<file path="config.mk">
export PLATFORM = sky130hd
export DESIGN_NAME = mul_iter
export DESIGN_NICKNAME = d
export VERILOG_FILES = /design/src/rtl/mul_iter.sv
export SDC_FILE = /design/constraint.sdc
export NUM_CORES = 1
export LEC_CHECK = 0
export ABC_AREA = 1
export CORE_ASPECT_RATIO = 0.5
export CORE_MARGIN = 1
export CORE_UTILIZATION = 46
export DETAILED_ROUTE_END_ITERATION = 10
export GPL_TIMING_DRIVEN = 0
export HOLD_SLACK_MARGIN = 0.03
export PLACE_DENSITY_LB_ADDON = 0.12
export SLEW_MARGIN = 25
export SYNTH_ARGS = -nofsm -noshare
export SYNTH_HDL_FRONTEND = slang
export SYNTH_SLANG_ARGS = --single-unit
</file>
<file path="constraint.sdc">
create_clock -name clk -period 4.5 [get_ports clk]
set_clock_uncertainty 0.15 [all_clocks]
set_input_delay 0.9 -clock clk [delete_from_list [all_inputs] [get_ports clk]]
set_output_delay 0.9 -clock clk [all_outputs]
set_load 0.05 [all_outputs]
</file>
<file path="src/rtl/mul_iter.sv">
// Iterative shift-add multiplier: one multiplier bit per cycle, start/done handshake.
// Build option: define MUL_SIGNED_EN to enable signed (MULT) operation via is_signed.
module mul_iter #(
  parameter int WIDTH = 32
) (
  input  logic               clk,
  input  logic               reset,
  input  logic               start,
  input  logic               is_signed,
  input  logic [WIDTH-1:0]   a,
  input  logic [WIDTH-1:0]   b,
  output logic               busy,
  output logic               done,
  output logic [2*WIDTH-1:0] z
);

  // state  | meaning
  // S_IDLE | waiting for start
  // S_CALC | consuming one multiplier bit per cycle, WIDTH cycles
  // S_DONE | one-cycle done pulse; start here chains the next product
  typedef enum logic [1:0] {S_IDLE, S_CALC, S_DONE} state_t;

  localparam int CW = $clog2(WIDTH + 1);
  localparam int AW = 2 * WIDTH + 1;

  state_t             state_q, state_d;
  logic [WIDTH-1:0]   mcand_q, mcand_d;
  logic [WIDTH-1:0]   mplier_q, mplier_d;
  logic [AW-1:0]      acc_q, acc_d;
  logic [CW-1:0]      cnt_q, cnt_d;
  logic [2*WIDTH-1:0] z_q, z_d;

  logic               accept;
  logic               signed_mode;
  logic [WIDTH-1:0]   a_mag, b_mag;
  logic [WIDTH-1:0]   addend;
  logic [WIDTH:0]     sum_hi;
  logic [AW-1:0]      acc_step;
  logic [2*WIDTH-1:0] z_fin;

  assign accept = start && (state_q != S_CALC);

`ifdef MUL_SIGNED_EN
  logic neg_q, neg_d;

  assign signed_mode = is_signed;
  // Magnitudes stay W-bit unsigned, so the most negative operand maps to 2^(W-1) cleanly.
  assign a_mag = (signed_mode && a[WIDTH-1]) ? WIDTH'(~a + WIDTH'(1)) : a;
  assign b_mag = (signed_mode && b[WIDTH-1]) ? WIDTH'(~b + WIDTH'(1)) : b;
  assign z_fin = neg_q ? (2*WIDTH)'(~acc_step[2*WIDTH-1:0] + (2*WIDTH)'(1))
                       : acc_step[2*WIDTH-1:0];

  always_comb begin
    neg_d = neg_q;
    if (accept) neg_d = signed_mode && (a[WIDTH-1] ^ b[WIDTH-1]);
  end

  always_ff @(posedge clk) begin
    if (reset) neg_q <= 1'b0;
    else       neg_q <= neg_d;
  end
`else
  // Unsigned-only build: the mode input has no influence on the datapath.
  assign signed_mode = 1'b0 & is_signed;
  assign a_mag       = a;
  assign b_mag       = b;
  assign z_fin       = acc_step[2*WIDTH-1:0];
`endif

  assign addend   = mplier_q[0] ? mcand_q : {WIDTH{1'b0}};
  assign sum_hi   = acc_q[AW-1:WIDTH] + {1'b0, addend};
  assign acc_step = {sum_hi, acc_q[WIDTH-1:0]} >> 1;

  always_comb begin
    state_d  = state_q;
    mcand_d  = mcand_q;
    mplier_d = mplier_q;
    acc_d    = acc_q;
    cnt_d    = cnt_q;
    z_d      = z_q;
    case (state_q)
      S_IDLE, S_DONE: begin
        if (accept) begin
          state_d  = S_CALC;
          mcand_d  = a_mag;
          mplier_d = b_mag;
          acc_d    = '0;
          cnt_d    = '0;
        end else begin
          state_d  = S_IDLE;
        end
      end
      S_CALC: begin
        acc_d    = acc_step;
        mplier_d = mplier_q >> 1;
        cnt_d    = cnt_q + CW'(1);
        if (cnt_q == CW'(WIDTH - 1)) begin
          state_d = S_DONE;
          z_d     = z_fin;
        end
      end
      default: state_d = S_IDLE;
    endcase
  end

  always_ff @(posedge clk) begin
    if (reset) begin
      state_q  <= S_IDLE;
      mcand_q  <= '0;
      mplier_q <= '0;
      acc_q    <= '0;
      cnt_q    <= '0;
      z_q      <= '0;
    end else begin
      state_q  <= state_d;
      mcand_q  <= mcand_d;
      mplier_q <= mplier_d;
      acc_q    <= acc_d;
      cnt_q    <= cnt_d;
      z_q      <= z_d;
    end
  end

  assign busy = (state_q == S_CALC);
  assign done = (state_q == S_DONE);
  assign z    = z_q;

endmodule

</file>
### Word-level counts from Yosys, hierarchy flattened

Cells that the tools add are included.
Widths: inputs -> output; s select.

| cells by class | value |
|---|---|
| mux-type cells | 10 |
| reductions and logical operators | 7 |
| equality and inequality tests | 6 |
| $add $sub $neg | 2 |

Operators by type and width:

| kind | number |
|---|---|
| $pmux 65 s2 | 1 |
| $mux 65 | 1 |
| $mux 32 | 2 |
| $pmux 32 s2 | 1 |
| $add 33x32->33 | 1 |
| $pmux 6 s2 | 1 |
| $add 6x1->6 const B | 1 |
| $eq 6x5->1 const B | 1 |
| $mux 6 | 1 |
| $reduce_and 2->1 | 3 |
| $ne 2x1->1 const B | 2 |
| $pmux 2 s2 | 1 |
| $eq 2x1->1 const B | 1 |
| $eq 2x2->1 const B | 1 |
| $logic_not 2->1 | 1 |
| $mux 2 | 1 |
| $ne 2x2->1 const B | 1 |
| $reduce_bool 2->1 | 1 |
| $reduce_or 2->1 | 1 |
| $logic_and 1x1->1 | 1 |
| $mux 1 | 1 |

| storage, ports and cells | value |
|---|---|
| input bits | 68 |
| bits in registers | 201 |

### Longest topological paths before layout

Gate-level depths: netlist (run 1).

| logic depth | value |
|---|---|
| word-level depth | 4 |
| mapped depth | 18 |

### Least setup slack after synthesis (run 1)

No wires, ideal clock.

| path | value |
|---|---|
| kind | reg2out |
| from | reg state_q[0] |
| to | out busy |
| data required time | 3.450 ns |
| cell stages (with the launch flop) | 5 |
| path buffers | 2 |
| setup slack | 2.150 ns |
| arrival time | 1.300 ns |
| cell sequence | dfxtp_1 inv_2 nor2_4 buf_2 buf_1 |

| between the ends | value |
|---|---|
| cells in the longest elaborated chain, start to end | 1 |

RTL lines:

| item | line | text |
|---|---|---|
| start, declared | 26 | `state_t state_q, state_d;` |
| start signal, assigned | 115 | `state_q <= state_d;` |
| $eq 2x1->1 | 124 | `assign busy = (state_q == S_CALC);` |
| end, declared | 12 | `output logic busy,` |

Every way passes these cells.

### Worst setup path in the final report (run 1)

Same ends and word-level chain as after synthesis.

==> flow_summary.json, run 1 <==
{
  "postCtsSetupRepairBufs": 0,
  "power_switching_share_pct": 25.9,
  "grt_pass1_vias": 8784,
  "root_buffer": "clkbuf_16",
  "slew_headroom_pct": 50.3,
  "cp-start-kind": "flip-flop",
  "ys_types": 30,
  "p_comb_share_pct": 8.6,
  "drc_errors": 0,
  "yosysTopAreaCell": "dfxtp_1",
  "powerDensity_nw_per_um2": 318,
  "core_area_sq_um": 19900,
  "cts.sinks": 199,
  "r2r-end": "acc_q[60]",
  "p_switching_uw": 971,
  "grtUsageTotal_pct": 26.5,
  "rsz0062_at_grt": "false",
  "critPathCapture": "busy",
  "clock_latency_ns": 0.46,
  "gp_congestion": 0.929,
  "dpl-instance-area_sq_um": 11200,
  "grt_max_degree": 19,
  "finalCriticalPeriod_ns": 3.65,
  "synthToLayoutAreaGrowth_pct": 23.8,
  "dr.pass1.iters": 5,
  "hold_buffers": 0,
  "wl_mm": 27.2,
  "yosysTopAreaCellShare_pct": 41.8,
  "ys_seq_elements": 199,
  "dp_cells": 1836,
  "total_power_mw": 3.75,
  "p_clk_share_pct": 42.4,
  "max-vdd-ir-drop_mv": 0.221,
  "drive_above_1_share_pct": 4.06,
  "fp.dieH_um": 104,
  "setup_viol": 0,
  "grt_overflow": 0,
  "num-fill-cells": 1928,
  "clk_transition_reported_paths_ns": 0.08,
  "leakagePower_nw": 5.53,
  "fin_crit_sh_pct": 81.1,
  "setup_tns_ns": 0,
  "critPathKind": "reg2out",
  "hold_slack_ns": 0.298,
  "vias_per_cell": 4.94,
  "row_count": 36,
  "layout.nets": 1691,
  "synthTopCellsByArea": "dfxtp_1 (42%), nand2_1 (23%), inv_1 (5.9%)",
  "drt_iter0_drc": 530,
  "antenna_left": 0,
  "ctsResizeCount": 0,
  "htree_levels": 4,
  "ys_warn_count": 0,
  "vias": 9236,
  "cts_buffer_depth": 2,
  "startpoint": "state_q[0]",
  "crit_arrival_ns": 2.60,
  "required_ns": 3.45,
  "tightest_slew_ns": 0.746,
  "io_buffers": 132,
  "layout.cells.non_filler": 1869,
  "cap_violations": 0,
  "synth.cell_area_sq_um": 9530,
  "hold_path.class": "reg2reg",
  "top_level_ports": 134,
  "cts_buffers": 17,
  "die_w_um": 206,
  "dp_hpwl_mm": 20.9,
  "final_cell_area_sq_um": 11800,
  "syn_inst": 1438,
  "drv_slew": 0,
  "internal_power_mw": 2.78,
  "synth_nets": 1540,
  "r2r_cells": 13,
  "antenna_found_initial": 1,
  "avgSynthCellArea_sq_um": 6.63,
  "fmax_ghz": 0.274,
  "yosysSeqAreaShare_pct": 41.8,
  "grt_pass1_wl_mm": 44.3,
  "die_area_sq_um": 21300,
  "critPathMaxFanout": 10,
  "rr_startpoint": "mplier_q[0]",
  "outcome": "finished, final reports clean",
  "hold_viol": 0,
  "drt-wirelength-per-cell_um": 14.6,
  "rrSetupSlack_ns": 1.47,
  "cts_tree": "done",
  "floorplan.initialDensity_pct": 48.0,
  "p_seq_share_pct": 48.9,
  "cp-end-kind": "output port"
}
-- layout make-up --
| class | count | area (sq um) | area share [%] |
|---|---|---|---|
| sequential | 199 | 3980 | 33.8 |
| multi-input combinational | 1023 | 4710 | 39.9 |
| buffer | 60 | 250 | 2.12 |
| inverter | 156 | 586 | 4.96 |
| tap | 266 | 333 | 2.82 |
| clock buffer | 18 | 439 | 3.72 |
| timing repair buffer | 132 | 1320 | 11.2 |
| clock inverter | 13 | 166 | 1.41 |
| antenna | 2 | 5.00 | 0.0424 |
-- cell usage after synthesis, drive strengths merged --
library cell,count
ha,33
xor2,11
nand3b,4
a31oi,31
inv,156
buf,19
a21oi,92
a211oi,2
clkbuf,41
o21bai,3
dfxtp,199
nor2,112
fa,1
nand3,65
nor3,7
o21ai,39
a21o,1
nand2,598
nand4,3
xnor2,3
or2,5
a22o,13
-- layer usage --
metal / track usage [%] / share of wire [%] / up-vias
li1: - / - / 4795
met1: 37.7 / 51 / 4211
met2: 40.9 / 43 / 209
met3: 6.29 / 5.5 / 21
met4: 5.08 / 0.90 / 0
met5: 0 / 0 / -
-- sequential cells by signal, summed over array words and instances, names as in the netlist --
name      flops
acc_q        63
cnt_q         6
mcand_q      32
mplier_q     32
state_q       2
z            64
-- through the flow --
stage	utilization, %	setup slack (ns)
global route	59.4	0.705
CTS	59.4	0.826
global placement	56.3	1.31
detailed placement	56.3	1.33
finish	59.4	0.851
floorplan	-	2.15
-- how the worst min path moves through the flow --
stage | from | end | depth (start not counted)
floorplan | acc_q[1] | z[0] | 2
finish | z[6] | z[6] | 2
CTS | z[6] | z[6] | 2
global route | z[6] | z[6] | 2
detailed placement | z[5] | z[5] | 2
global placement | z[5] | z[5] | 2
-- critical path, cell delays in order, from the launching register on --
cell,delay (ns)
dfxtp_1,0.35
inv_2,0.06
nor2_4,0.12
buf_2,0.28
buf_1,0.43
clkdlybuf4s50_1,0.90
-- kinds of logic after synthesis --
family	after synthesis	synth area share, %
compound gates	181	10.6
xor+xnor	14	1.29
fa+ha+maj	34	4.54
buf+inv	216	8.77
flops	199	41.8
simple gates	794	33.0
-- power by group through the flow --
stage	clock [mW]	combinational (mW)	sequential, mW
floorplan	0	0.185	1.87
global placement	0	0.317	1.87
detailed placement	0	0.322	1.88
CTS	1.60	0.324	1.83
global route	1.69	0.359	1.84
finish	1.59	0.323	1.83
-- cell usage in the layout (no fill, tap or decap), types with 2 or more instances in the layout --
master           Yosys  routed
nand2_1            594     594
dfxtp_1            199     199
inv_1              150     150
clkdlybuf4s50_1      0     132
nor2_1             109     109
a21oi_1             92      92
nand3_1             64      64
clkbuf_1            41      41
o21ai_0             39      39
ha_1                33      33
a31oi_1             31      31
clkbuf_16            0      17
buf_2               14      14
a22o_1              13      13
xor2_1              11      11
nor3_1               6       6
inv_2                6       6
buf_1                4       4
or2_2                4       4
nand2_2              4       4
nand3b_1             4       4
inv_8                0       4
nor2_4               3       3
o21bai_1             3       3
nand4_1              3       3
xnor2_1              3       3
clkinvlp_4           0       3
diode_2              0       2
a211oi_1             2       2
clkinv_4             0       2
bufinv_16            0       2
Note: power is estimated with default switching activity, not from simulation.
==> run 2, diff against run 1 <==
==> constraint.sdc (replaced) <==
create_clock -name clk -period 3 [get_ports clk]
set_clock_uncertainty 0.15 [all_clocks]
set_input_delay 0.6 -clock clk [delete_from_list [all_inputs] [get_ports clk]]
set_output_delay 0.6 -clock clk [all_outputs]
set_load 0.05 [all_outputs]
==> flow_summary.json, run 2 (synthesis results as in run 1) <==
{
  "outcome": "finished, final reports clean",
  "clk_transition_reported_paths_ns": 0.08,
  "hold_slack_ns": 0.298,
  "critPathMaxFanout": 6,
  "dp_hpwl_mm": 20.9,
  "rrSetupSlack_ns": 0.24,
  "layout_common_cells": "nand2_1 (594), dfxtp_1 (198), inv_1 (150)",
  "fin_crit_sh_pct": 92.0,
  "cts_tree": "done",
  "floorplan.initialDensity_pct": 48.0,
  "grtUsageTotal_pct": 26.5,
  "p_clk_share_pct": 42.4,
  "hold_viol": 0,
  "antenna_left": 0,
  "powerDensity_nw_per_um2": 477,
  "wl_mm": 27.3,
  "final_cell_area_sq_um": 11800,
  "die_w_um": 206,
  "top_level_ports": 134,
  "cap_violations": 0,
  "vias": 9271,
  "drv_slew": 0,
  "largest_register_ffs": 64,
  "leakagePower_nw": 5.53,
  "synthToLayoutAreaGrowth_pct": 23.7,
  "postCtsSetupRepairBufs": 0,
  "power_switching_share_pct": 25.9,
  "grt_pass1_wl_mm": 44.3,
  "critPathKind": "reg2reg",
  "required_ns": 3.23,
  "cts.sinks": 199,
  "internal_power_mw": 4.17,
  "dpl-instance-area_sq_um": 11200,
  "p_switching_mw": 1.46,
  "dr.pass1.iters": 5,
  "cp-start-kind": "flip-flop",
  "fmax_ghz": 0.363,
  "hold_path.class": "reg2reg",
  "setup_viol": 0,
  "grt_pass1_vias": 8784,
  "layout_commonest_cell": "nand2_1",
  "htree_levels": 4,
  "final_util_pct": 59.4,
  "rsz0062_at_grt": "false",
  "vias_per_cell": 4.97,
  "crit_arrival_ns": 2.99,
  "row_count": 36,
  "num-fill-cells": 1936,
  "grt_max_degree": 19,
  "io_buffers": 132,
  "drt-wirelength-per-cell_um": 14.6,
  "antenna_found_initial": 1,
  "cts_buffers": 17,
  "drive_above_1_share_pct": 4.32,
  "clock_latency_ns": 0.46,
  "grt_overflow": 0,
  "p_comb_share_pct": 8.6,
  "max-vdd-ir-drop_mv": 0.332,
  "fp.dieH_um": 104,
  "slew_headroom_pct": 49.5,
  "drt_iter0_drc": 566,
  "cts_buffer_depth": 2,
  "core_area_sq_um": 19900,
  "gp_congestion": 0.929,
  "p_seq_share_pct": 49.0,
  "die_area_sq_um": 21300,
  "drc_errors": 0,
  "root_buffer": "clkbuf_16",
  "tightest_slew_ns": 0.758,
  "layout.nets": 1689,
  "finalCriticalPeriod_ns": 2.76,
  "cp-end-kind": "flip-flop",
  "setup_tns_ns": 0
}
-- run 2: cell types whose count changed in the layout (fill, tap and decap cells not counted) --
cell	delta
dfxtp_1	-1
buf_1	-1
clkbuf_1	-3
clkdlybuf4s50_1	-1
clkbuf_2	+2
clkdlybuf4s15_2	+1
dfxtp_2	+1
-- run 2: final timing paths --
path,endpoint,from,cells past startpoint
max,acc_q[53],mplier_q[0],16
min,z[6],z[6],2
max reg2reg,acc_q[53],mplier_q[0],16
min reg2reg,z[6],z[6],2
-- run 2: critical path: stages (launching register included) --
cell and delay (ns):
dfxtp_2 0.42, nand2_1 0.07, inv_1 0.05, ha_1 0.22
inv_1 0.07, fa_1 0.41, inv_1 0.13, nand3_1 0.09
nand2_2 0.13, nand2_1 0.07, nand2_1 0.13, nand2_1 0.08
nand2_1 0.16, nand2_1 0.14, nand3_1 0.11, nand3_1 0.08
a21oi_1 0.15
-- run 2: layer usage --
metal / wire length (um) / global-route usage (%) / share of wire (%) / vias up
met4: 243 / 5.08 / 0.89 / 0
met2: 11700 / 40.9 / 43 / 217
met3: 1550 / 6.29 / 5.7 / 22
met1: 13800 / 37.7 / 51 / 4235
li1: - / - / - / 4797
met5: 0 / 0 / 0 / -
-- run 2: metrics by stage --
stage | power (mW) | cells | setup slack [ns]
5_1_grt | 5.83 | 1865 | 0.0811
2_1_floorplan | 3.08 | 1438 | 0.683
3_3_place_gp | 3.29 | 1836 | 0.0804
3_5_place_dp | 3.30 | 1836 | 0.0570
4_1_cts | 5.64 | 1867 | 0.0217
6_report | 5.62 | 1867 | 0.241
-- run 2: cell type report --
| type | count | area (sq um) | area share (%) |
|---|---|---|---|
| multi-input combinational | 1023 | 4710 | 40.0 |
| clock buffer | 18 | 439 | 3.72 |
| buffer | 58 | 245 | 2.08 |
| antenna | 2 | 5.00 | 0.0424 |
| clock inverter | 13 | 166 | 1.41 |
| inverter | 156 | 586 | 4.96 |
| timing repair buffer | 132 | 1320 | 11.2 |
| sequential | 199 | 3990 | 33.8 |
| tap | 266 | 333 | 2.82 |
-- run 2: timing repair --
item / CTS / global route
setup endpoints to repair: 1 / 49
gates resized for setup: 3 / 5
hold buffers: 0 / 0
endpoints found under the hold margin: 0 / 0
-- run 2: power groups by stage --
stage | Combinational [mW] | Clock, mW | Sequential, mW
floorplan | 0.278 | 0 | 2.80
global placement | 0.476 | 0 | 2.81
detailed placement | 0.483 | 0 | 2.81
CTS | 0.485 | 2.41 | 2.75
global route | 0.535 | 2.53 | 2.76
finish | 0.484 | 2.38 | 2.75
==> run 3, diff against run 2 <==
==> constraint.sdc (replaced) <==
create_clock -name clk -period 3.3 [get_ports clk]
set_clock_uncertainty 0.15 [all_clocks]
set_input_delay 0.66 -clock clk [delete_from_list [all_inputs] [get_ports clk]]
set_output_delay 0.66 -clock clk [all_outputs]
set_load 0.05 [all_outputs]
==> flow_summary.json, run 3 (synthesis results as in run 1) <==
{
  "antenna_left": 0,
  "core_area_sq_um": 19900,
  "num-fill-cells": 1929,
  "rrSetupSlack_ns": 0.27,
  "fin_crit_sh_pct": 93.9,
  "vias_per_cell": 4.94,
  "cts_buffers": 17,
  "grt_overflow": 0,
  "rr_startpoint": "mplier_q[0]",
  "root_buffer": "clkbuf_16",
  "die_w_um": 206,
  "hold_path_depth": 2,
  "hold_viol": 0,
  "grt_pass1_vias": 8784,
  "dp_cells": 1836,
  "setup_tns_ns": 0,
  "drt-wirelength-per-cell_um": 14.6,
  "hold_path.class": "reg2reg",
  "leakagePower_nw": 5.53,
  "r2r-end": "acc_q[60]",
  "io_buffers": 132,
  "cts_buffer_depth": 2,
  "postCtsSetupRepairBufs": 0,
  "dp_hpwl_mm": 20.9,
  "outcome": "finished, final reports clean",
  "die_area_sq_um": 21300,
  "fmax_ghz": 0.323,
  "antenna_found_initial": 1,
  "total_power_mw": 5.11,
  "max-vdd-ir-drop_mv": 0.301,
  "htree_levels": 4,
  "slew_headroom_pct": 50.3,
  "grtUsageTotal_pct": 26.5,
  "cap_violations": 0,
  "vias": 9229,
  "critPathMaxFanout": 10,
  "top_level_ports": 134,
  "grt_max_degree": 19,
  "wl_mm": 27.2,
  "final_util_pct": 59.4,
  "cp-start-kind": "flip-flop",
  "layout.nets": 1691,
  "row_count": 36,
  "drt_iter0_drc": 530,
  "min_from": "z[6]",
  "layout.cells.non_filler": 1869,
  "setup_viol": 0,
  "multiInputGateArea_sq_um": 4710,
  "floorplan.initialDensity_pct": 48.0,
  "clk_transition_reported_paths_ns": 0.08,
  "layout_common_cells": "nand2_1 (594), dfxtp_1 (199), inv_1 (150)",
  "crit_arrival_ns": 2.29,
  "critPathKind": "reg2out",
  "clock_latency_ns": 0.46,
  "drc_errors": 0,
  "drv_slew": 0,
  "cp-end-kind": "output port",
  "r2r_cells": 13,
  "largest_register_ffs": 64,
  "fp.dieH_um": 104,
  "finalCriticalPeriod_ns": 3.10,
  "dr.pass1.iters": 5,
  "cts.sinks": 199,
  "grt_pass1_wl_mm": 44.3,
  "tightest_slew_ns": 0.746,
  "cts_tree": "done",
  "powerDensity_nw_per_um2": 433,
  "required_ns": 2.49,
  "synthToLayoutAreaGrowth_pct": 23.7,
  "rsz0062_at_grt": "false",
  "gp_congestion": 0.929,
  "drive_above_1_share_pct": 4.06,
  "worstHoldEndpoint": "z[6]",
  "layout_commonest_cell": "nand2_1",
  "seqCellArea_sq_um": 3980
}
[run 3: critical path, stage by stage, from the launching register on]
cell	delay, ns
dfxtp_1	0.35
inv_2	0.06
nor2_4	0.12
buf_2	0.28
buf_1	0.42
dlygate4sd2_1	0.59
[run 3: metal layers]
metal,share of wire (%),GRT usage [%]
met2,43,40.9
met3,5.5,6.29
met4,0.90,5.08
met5,0,0
met1,51,37.7
[run 3: stage by stage]
stage	setup slack [ns]	hold slack [ns]	instance area, sq um
6_report	0.202	0.298	11800
5_1_grt	0.0227	0.316	11800
4_1_cts	0.180	0.301	11800
3_5_place_dp	0.357	0.286	11200
3_3_place_gp	0.355	0.280	11200
2_1_floorplan	0.983	0.277	9530
[run 3: worst max-delay path by stage]
stage                     slack (ns)  depth (start not counted)         from        end
after global placement          0.35                          5   state_q[0]       busy
after floorplan                 0.98                         13  mplier_q[0]      z[44]
after global routing            0.02                         16  mplier_q[0]  acc_q[58]
after detailed placement        0.36                         14  mplier_q[0]      z[63]
final                           0.20                          5   state_q[0]       busy
after CTS                       0.18                          5   state_q[0]       busy
[run 3: cell type report]
cell class	count	area share [%]
multi-input cells	1023	39.9
repair buffers	132	11.2
well taps	266	2.82
plain buffers	60	2.12
flip-flops and latches	199	33.8
clock inverters	13	1.41
clock buffers	18	3.72
inverters	156	4.96
diodes	2	0.0424
[run 3: where the power goes]
| group | leakage (nW) | internal [mW] | switching (mW) | total [mW] |
|---|---|---|---|---|
| clock network | 0.289 | 1.16 | 1.01 | 2.17 |
| logic | 3.62 | 0.163 | 0.278 | 0.440 |
| registers | 1.62 | 2.47 | 0.0356 | 2.50 |
| total | 5.53 | 3.79 | 1.32 | 5.11 |
[run 3: timing repair]
action / CTS / global route
endpoints found under the setup margin: 1 / 0
gates resized for setup: 1 / 0
hold buffers: 0 / 0
endpoints found under the hold margin: 0 / 0
